===== src/rtl/fft_pkg.sv =====
// Shared types and defaults for the sample feeder front end.
package fft_pkg;

  localparam int unsigned FRAME_LEN_DEFAULT = 16;

  typedef logic [15:0] sample_t;

  typedef enum logic [0:0] {
    StRun,
    StClear
  } feeder_state_t;

endpackage


===== src/rtl/feeder_fifo.sv =====
// Sample FIFO: register-file storage, wrapping pointers and an occupancy count (0..DEPTH).
module feeder_fifo
  import fft_pkg::*;
#(
  parameter int unsigned DEPTH = 8
) (
  input  logic    clk,
  input  logic    nrst,
  input  logic    i_push,
  input  logic    i_pop,
  input  sample_t i_data,
  output sample_t o_data,
  output logic    o_full,
  output logic    o_empty
);

  localparam int unsigned AW = (DEPTH > 1) ? $clog2(DEPTH) : 1;

  sample_t         r_mem [DEPTH];
  logic [AW-1:0]   r_wr_ptr;
  logic [AW-1:0]   r_rd_ptr;
  logic [AW:0]     r_count;
  logic            w_do_push;
  logic            w_do_pop;

  assign o_full    = (r_count == (AW+1)'(DEPTH));
  assign o_empty   = (r_count == '0);
  assign w_do_push = i_push && !o_full;
  assign w_do_pop  = i_pop && !o_empty;
  assign o_data    = r_mem[r_rd_ptr];

  always_ff @(posedge clk) begin
    if (w_do_push) r_mem[r_wr_ptr] <= i_data;
  end

  // DEPTH is a power of two, so the pointers wrap naturally.
  always_ff @(posedge clk or negedge nrst) begin
    if (!nrst) begin
      r_wr_ptr <= '0;
      r_rd_ptr <= '0;
      r_count  <= '0;
    end else begin
      if (w_do_push) r_wr_ptr <= r_wr_ptr + 1'b1;
      if (w_do_pop)  r_rd_ptr <= r_rd_ptr + 1'b1;
      unique case ({w_do_push, w_do_pop})
        2'b10:   r_count <= r_count + 1'b1;
        2'b01:   r_count <= r_count - 1'b1;
        default: r_count <= r_count;
      endcase
    end
  end

endmodule


===== src/rtl/sample_feeder.sv =====
// Feeds buffered samples to a frame accumulator and clears it between frames.
// Optional SAMPLE_FEEDER_OVF_EN adds a sticky frame-sum overflow flag.
module sample_feeder
  import fft_pkg::*;
#(
  parameter int unsigned DEPTH     = 8,
  parameter int unsigned FRAME_LEN = FRAME_LEN_DEFAULT
) (
  input  logic        clk,
  input  logic        nrst,
  input  logic        s_valid,
  input  logic [15:0] s_data,
  output logic        s_ready,
  output logic [15:0] val_a,
  output logic        ce,
  output logic        acc_nrst,
  output logic        frame_done,
  output logic [7:0]  frame_cnt
`ifdef SAMPLE_FEEDER_OVF_EN
  ,
  output logic        ovf
`endif
);

  localparam logic [7:0] LastIdx = 8'(FRAME_LEN - 1);

  feeder_state_t r_state;
  feeder_state_t w_state_d;
  logic          w_frame_done;
  logic          w_full;
  logic          w_empty;
  logic          w_push;
  logic          w_pop;
  sample_t       w_fifo_data;
  sample_t       r_val_a;
  logic          r_ce;
  logic          r_last;
  logic [7:0]    r_cnt;
  logic [7:0]    r_frame_cnt;
  logic          r_alive;

  assign s_ready    = nrst && !w_full;
  assign w_push     = s_valid && s_ready;
  // r_last holds off the next frame's first pop so CLEAR never overlaps a ce.
  assign w_pop      = (r_state == StRun) && !w_empty && !r_last;
  assign val_a      = r_val_a;
  assign ce         = r_ce;
  assign frame_done = w_frame_done;
  assign acc_nrst   = r_alive && (r_state != StClear);
  assign frame_cnt  = r_frame_cnt;

  feeder_fifo #(
    .DEPTH (DEPTH)
  ) u_fifo (
    .clk     (clk),
    .nrst    (nrst),
    .i_push  (w_push),
    .i_pop   (w_pop),
    .i_data  (s_data),
    .o_data  (w_fifo_data),
    .o_full  (w_full),
    .o_empty (w_empty)
  );

  always_ff @(posedge clk or negedge nrst) begin
    if (!nrst) r_state <= StRun;
    else       r_state <= w_state_d;
  end

  always_comb begin
    w_state_d    = r_state;
    w_frame_done = 1'b0;
    unique case (r_state)
      StRun: begin
        if (r_last) w_state_d = StClear;
      end
      StClear: begin
        w_frame_done = 1'b1;
        w_state_d    = StRun;
      end
      default: w_state_d = StRun;
    endcase
  end

  always_ff @(posedge clk or negedge nrst) begin
    if (!nrst) begin
      r_val_a     <= '0;
      r_ce        <= 1'b0;
      r_last      <= 1'b0;
      r_cnt       <= '0;
      r_frame_cnt <= '0;
      r_alive     <= 1'b0;
    end else begin
      r_alive <= 1'b1;
      r_ce    <= w_pop;
      r_last  <= w_pop && (r_cnt == LastIdx);
      if (w_pop) begin
        r_val_a <= w_fifo_data;
        r_cnt   <= (r_cnt == LastIdx) ? 8'd0 : r_cnt + 8'd1;
      end
      if (r_state == StClear) r_frame_cnt <= r_frame_cnt + 8'd1;
    end
  end

`ifdef SAMPLE_FEEDER_OVF_EN
  logic [16:0] r_sum;
  logic        r_ovf;
  logic [17:0] w_sum_next;

  assign w_sum_next = {1'b0, r_sum} + {2'b00, w_fifo_data};
  assign ovf        = r_ovf;

  always_ff @(posedge clk or negedge nrst) begin
    if (!nrst) begin
      r_sum <= '0;
      r_ovf <= 1'b0;
    end else if (r_state == StClear) begin
      r_sum <= '0;
    end else if (w_pop) begin
      r_sum <= w_sum_next[16:0];
      if (w_sum_next[17]) r_ovf <= 1'b1;
    end
  end
`endif

endmodule


===== config.mk =====
export PLATFORM = sky130hd
export DESIGN_NAME = sample_feeder
export DESIGN_NICKNAME = d
export VERILOG_FILES = /design/src/rtl/fft_pkg.sv /design/src/rtl/feeder_fifo.sv /design/src/rtl/sample_feeder.sv
export SDC_FILE = /design/constraint.sdc
export NUM_CORES = 1
export LEC_CHECK = 0
export CAP_MARGIN = 10
export CORE_AREA = 2 2 152 154
export DETAILED_ROUTE_END_ITERATION = 7
export DIE_AREA = 0 0 154 156
export PLACE_DENSITY_LB_ADDON = 0.3
export SYNTH_ARGS = -nofsm -noshare
export SYNTH_HDL_FRONTEND = slang
export SYNTH_HIERARCHICAL = 1
export SYNTH_SLANG_ARGS = --single-unit

===== constraint.sdc =====
create_clock -name clk -period 3.2 [get_ports clk]
set_clock_uncertainty 0.2 [all_clocks]
set_input_delay 0.64 -clock clk [delete_from_list [all_inputs] [get_ports clk]]
set_output_delay 0.64 -clock clk [all_outputs]
set_load 0.005 [all_outputs]

==> reports/summary.txt, run 1 <==
outcome: finished clean
fin util: 37.9%
Final Cycle Share: 95.9%
Hold Path Class: primary input to asynchronous set/reset pin
diodes inserted: 0
Max-Cap Viols: 0
Slew Limit Fails: 0
initial antenna violation count: 0
data arrival time of the critical path: 3.16 ns
critical path class: flip-flop to flip-flop
Global Route Usage Sum: 12.2%
total power: 0.00761 W
core region area: 0.0224 mm^2
Setup crit end kind: flip-flop
Sequential Power Share: 40.2%
Buffers on Ports: 46
global-route wire length before repair: 21,800 um
Int Pwr: 0.00516 W
nets: 491
Clock Sinks: 174
per-cell routed wire length: 18.1 um
Mapped Cells: 396
worst path required time: 3.29 ns
Worst R2R Start: u_fifo/r_count[2]$_DFFE_PN0P_
share of cells above drive strength 1: 18.9%
sw power: 0.00245 W
RSZ-0062 raised after global routing: false
placed wire-length estimate: 7920 um
routed via count: 3,645
VDD IR max: 0.000466 V
Rows: 55
Final Hold Vio Count: 0
Comb pwr share: 33.9%
Clock power frac: 25.8%
Synth area leader: edfxtp_1
H-tree Lvls: 4
Mapped Area: 0.00705 mm^2
Routed Antenna Nets: 0
GPL Wtd Cong: 0.702
yosys warns: 6
drt total wl: 13,800 um
DIE HEIGHT: 156 um
initial drt markers: 186
clk slew on worst S/H paths: 0.07 ns
syn nets: 423
dominant synthesized flop cell: edfxtp_1
R2R Setup Slk: 0.13 ns
TNS Setup: 0 ns
Post-synth EDFFs: 128
DR DRC count: 0
Finish-stage setup viols: 0
TritonCTS Buffers: 17
PwrDens: 897 mW/mm^2
Netlist cell types: 47
maximum buffer depth of the clock tree: 2
DRT Pass-1 Iters: 4
sw frac: 32.2%
crit-path max FO: 5
Mapped Avg Cell Area: 17.8 um^2
number of global-route vias before repair: 3,785
full die area: 0.0240 mm^2
top post-synthesis cells by area: edfxtp_1 55%, dfrtp_1 16%, mux4_1 9.3%, nand2_1 3.5%, mux2_2 3.0%
Reg2Reg Depth: 10
starting density of the core: 31.5%
I/O Pins: 47
sequential element share of the synthesized area: 70.8%
clk_lat worst skew: 0.42 ns
pin count of the biggest net entering global routing: 47
Die Width: 154 um
Synth top area share: 54.5%
clk root buf: clkbuf_16
asr flop ratio synth: 26.4%
Worst setup SP type: flip-flop
Vias/cell: 4.78
Slew @ Worst Pin: 0.713 ns
Rel. slew slack: 52.5%
Reg-to-Reg End: u_fifo/r_count[3]$_DFFE_PN0P_
static leakage: 3.10 nW
synth-to-layout area growth: 20.2%
FMAX: 326 MHz
gr ovfl total: 0
Yosys reg bits: 174
CTS tree: done
crit path time final: 3.07 ns
[power groups by stage]
| stage | sequential, W | combinational [W] | clock (W) |
|---|---|---|---|
| floorplan | 0.00305 | 0.00179 | 0 |
| global placement | 0.00309 | 0.00252 | 0 |
| detailed placement | 0.00311 | 0.00259 | 0 |
| CTS | 0.00307 | 0.00261 | 0.00202 |
| global route | 0.00311 | 0.00287 | 0.00211 |
| finish | 0.00306 | 0.00258 | 0.00197 |
[stage by stage]
stage / instance area, um^2 / setup slack (ns) / hold WS (ns) / instances
detailed placement: 7890 / 0.0376 / 0.260 / 728
global placement: 7890 / 0.132 / 0.254 / 728
floorplan: 7050 / 0.0108 / 0.144 / 396
finish: 8480 / 0.130 / 0.168 / 762
global route: 8480 / 0.00146 / 0.225 / 762
CTS: 8460 / 0.0414 / 0.190 / 760
[critical path, cell delays in order, from the launching register on]
cell      delay (ns)
dfrtp_1         0.41
or4b_4          0.57
inv_1           0.07
nor2b_1         0.05
and2_4          0.17
nand2_2         0.06
ha_2            0.18
ha_2            0.30
or4b_2          0.63
o311ai_0        0.13
o211ai_1        0.16
[cell usage after synthesis, types with 2 or more instances]
| master | number |
|---|---|
| buf_2 | 5 |
| inv_1 | 6 |
| clkbuf_1 | 3 |
| nor4_1 | 2 |
| mux2_2 | 19 |
| nor2_1 | 9 |
| nand2_1 | 66 |
| ha_1 | 7 |
| buf_6 | 6 |
| mux4_1 | 25 |
| nand4_1 | 5 |
| nor3_1 | 3 |
| nor3b_1 | 3 |
| nand2b_1 | 2 |
| mux4_2 | 7 |
| and3_1 | 3 |
| dfrtp_1 | 46 |
| nand3_1 | 5 |
| xnor2_1 | 11 |
| nor2b_1 | 3 |
| edfxtp_1 | 128 |
| a21oi_1 | 2 |
| xor2_1 | 6 |
[worst max-delay path by stage]
stage / startpoint / endpoint / slack (ns) / cells past startpoint
2_1_floorplan: r_state$_DFF_PN0_ / u_fifo/r_count[3]$_DFFE_PN0P_ / 0.01 / 12
3_3_place_gp: s_valid / u_fifo/r_count[3]$_DFFE_PN0P_ / 0.13 / 8
3_5_place_dp: s_valid / u_fifo/r_count[3]$_DFFE_PN0P_ / 0.04 / 8
4_1_cts: u_fifo/r_count[2]$_DFFE_PN0P_ / u_fifo/r_count[3]$_DFFE_PN0P_ / 0.04 / 10
5_1_grt: u_fifo/r_count[3]$_DFFE_PN0P_ / u_fifo/r_count[3]$_DFFE_PN0P_ / 0.001 / 7
6_report: u_fifo/r_count[2]$_DFFE_PN0P_ / u_fifo/r_count[3]$_DFFE_PN0P_ / 0.13 / 10
[cells by family after synthesis]
logic type | after synthesis | share of synthesized area (%)
simple gates | 108 | 7.33
xor+xnor | 17 | 2.11
flops | 174 | 70.8
compound gates | 11 | 1.19
mux | 53 | 14.9
buf+inv | 24 | 2.08
other cells | 1 | 0.0532
fa+ha+maj | 8 | 1.53
[metal layers]
layer	wire length [um]	vias up	share of wire [%]	track usage, %
li1	-	1659	-	-
met1	6250	1895	45	15.3
met2	6880	75	50	20.6
met3	463	16	3.4	3.17
met4	193	0	1.4	3.96
met5	0	-	0	0
[state kept, by name (all words and copies together), names as in the netlist]
signal and flops:
r_cnt 8, u_fifo/r_rd_ptr 3, val_a 16, u_fifo/r_wr_ptr 3, u_fifo/r_count 4, r_last 1, r_state 1, ce 1
r_alive 1, frame_cnt 8, u_fifo/r_mem 128
[layout make-up]
type                    count  area [um^2]
flip-flops and latches    174         5000
clock buffers              19          443
clock inverters            13          121
well taps                 285          357
repair buffers             66          606
fillers                  2027        13900
multi-input cells         198         1930
inverters                   7         26.3
[cell usage in the layout (no fill, tap or decap), types with 4 or more instances in the layout]
master,netlist,layout
nor2_1,9,9
edfxtp_1,128,128
mux4_2,7,7
clkbuf_16,0,17
nand4_1,5,5
buf_4,1,20
nand2_1,66,65
dfrtp_1,46,45
mux2_2,19,19
nand3_1,5,5
inv_1,6,6
mux4_1,25,25
xnor2_1,11,11
clkdlybuf4s50_1,0,45
ha_1,7,5
inv_6,0,4
xor2_1,6,6
[timing repair]
item                       4_1_cts  5_1_grt
setup endpoints to repair        0        1
hold buffers                     0        0
setup buffers                    0        2
resized for setup                0        4
Power figures use the tool's default switching activity.
==> inputs of run 2 (changes only) <==
==> constraint.sdc (replaced) <==
create_clock -name clk -period 3.8 [get_ports clk]
set_clock_uncertainty 0.2 [all_clocks]
set_input_delay 0.76 -clock clk [delete_from_list [all_inputs] [get_ports clk]]
set_output_delay 0.76 -clock clk [all_outputs]
set_load 0.005 [all_outputs]
==> run 2 against run 1 <==
Combinational power fell by 19%. Total power is 15% lower. Wire length rose by 0.51%. First-iteration DRC count up 25%. Final area is 0.25% lower. Via count down 0.74%. Worst hold slack improved by 0.099 ns. Register-to-register slack improved by 0.19 ns. Sequential power is 15% lower. Critical path type unchanged. Largest cell class unchanged.
==> reports/summary.txt, run 2 (same netlist as run 1, synthesis figures left out) <==
outcome: finished clean
VDD IR max: 0.000266 V
non-filler cells, final: 755
TritonCTS Buffers: 17
total power: 0.00646 W
Multi-input gate area: 0.00192 mm^2
CTS tree: done
critical path class: flip-flop to flip-flop
Worst R2R Start: u_fifo/r_count[2]$_DFFE_PN0P_
hold_buf cts: 0
PwrDens: 764 mW/mm^2
Final Hold Vio Count: 0
TNS Setup: 0 ns
FMAX: 287 MHz
Global Route Usage Sum: 12.3%
H-tree Lvls: 4
Min Hold Slack: 0.267 ns
diodes inserted: 0
Clock Sinks: 174
max reg flops: 128
Worst setup SP type: flip-flop
full die area: 0.0240 mm^2
drt total wl: 13,900 um
Slew Limit Fails: 0
DR DRC count: 0
maximum buffer depth of the clock tree: 2
most flop-heavy register: u_fifo/r_mem
post-CTS setup buffers: 0
cells resized by post-CTS repair: 0
most common cell after layout, fill and taps aside: edfxtp_1
Vias/cell: 4.79
Slew @ Worst Pin: 0.986 ns
fin util: 37.8%
slowest CP cell: or4b_2
most used cell along the critical path: ha_1
Routed Antenna Nets: 0
clk root buf: clkbuf_16
pin count of the biggest net entering global routing: 47
DIE HEIGHT: 156 um
worst path required time: 3.90 ns
static leakage: 3.10 nW
Cell Chain, Critical Path: or4b_4, inv_1, nor2b_1, and2_1, nand2_1, ha_1, ha_1, or4b_2, o311ai_0, o211ai_1
clk_lat worst skew: 0.43 ns
Max-Cap Viols: 0
Hold Path Class: primary input to asynchronous set/reset pin
number of global-route vias before repair: 3,757
gr ovfl total: 0
starting density of the core: 31.5%
global-route wire length before repair: 21,600 um
Final Cycle Share: 91.6%
initial antenna violation count: 0
clk slew on worst S/H paths: 0.07 ns
per-cell routed wire length: 18.4 um
placed wire-length estimate: 8100 um
share of cells above drive strength 1: 16.6%
Setup crit end kind: flip-flop
Fill cells: 2,012
GPL Wtd Cong: 0.717
DRT Pass-1 Iters: 7
core region area: 0.0224 mm^2
data arrival time of the critical path: 3.58 ns
Rows: 55
FF/Latch Area: 0.00499 mm^2
CP startpoint: u_fifo/r_count[2]$_DFFE_PN0P_
synth-to-layout area growth: 19.9%
RSZ-0062 raised after global routing: false
Placed Cells: 723
I/O Pins: 47
Finish-stage setup viols: 0
Rel. slew slack: 34.3%
initial drt markers: 232
most frequent cells in the layout: 128 x edfxtp_1, 66 x nand2_1, 46 x dfrtp_1
crit path time final: 3.48 ns
crit-path max FO: 9
crit-path max cell delay: 0.68 ns
Buffers on Ports: 46
routed via count: 3,618
Die Width: 154 um
nets: 484
## run 2: changes by cell type in the layout (fill, tap and decap cells not counted), sizes merged
cell,previous run,this run
bufinv,0,2
clkinv,3,6
inv,14,11
clkbuf,19,20
buf,21,14
clkinvlp,3,0
## run 2: layout make-up
class                   count  area share, %
flip-flops and latches    174           59.1
multi-input cells         198           22.7
repair buffers             59           6.54
clock buffers              20           5.40
well taps                 285           4.22
clock inverters            12           1.78
inverters                   7          0.311
## run 2: where the power goes
group / internal, W / leakage [nW] / switching, W / total (W)
clock network: 0.00102 / 0.298 / 0.000742 / 0.00176
registers: 0.00237 / 1.72 / 0.000242 / 0.00261
logic: 0.00105 / 1.08 / 0.00104 / 0.00209
total: 0.00443 / 3.10 / 0.00203 / 0.00646
## run 2: stage by stage
| step | area, um^2 | setup slack, ns |
|---|---|---|
| 2_1_floorplan | 7050 | 0.564 |
| 3_3_place_gp | 7850 | 0.422 |
| 3_5_place_dp | 7850 | 0.280 |
| 4_1_cts | 8460 | 0.356 |
| 5_1_grt | 8460 | 0.102 |
| 6_report | 8460 | 0.318 |
## run 2: path summary, 6_finish.rpt
check                                           endpoint  slack (ns)  cells past startpoint
max                        u_fifo/r_count[3]$_DFFE_PN0P_        0.32                     10
min                             frame_cnt[7]$_DFFE_PN0P_        0.27                      2
max reg2reg                u_fifo/r_count[3]$_DFFE_PN0P_        0.32                     10
min reg2reg                         val_a[0]$_DFFE_PN0P_        0.27                      2
max in group asynchronous           val_a[6]$_DFFE_PN0P_        2.69                      2
min in group clk                    val_a[0]$_DFFE_PN0P_        0.27                      2
## run 2: worst max-delay path, delay by kind of cell, from the launching register on
family / cells / cell delay, ns
AO/OA/AOI/OAI: 2 / 0.28
AND/OR/NAND/NOR: 5 / 1.66
adder cells (fa/ha/maj): 2 / 0.70
buffers and inverters: 1 / 0.07
flip-flops: 1 / 0.44
## run 2: metal layers
layer / vias up / track usage [%] / wire, um
met5: - / 0 / 0
met4: 0 / 4.27 / 217
met3: 22 / 3.75 / 491
met2: 74 / 20.6 / 7010
met1: 1878 / 15.2 / 6140
li1: 1644 / - / -
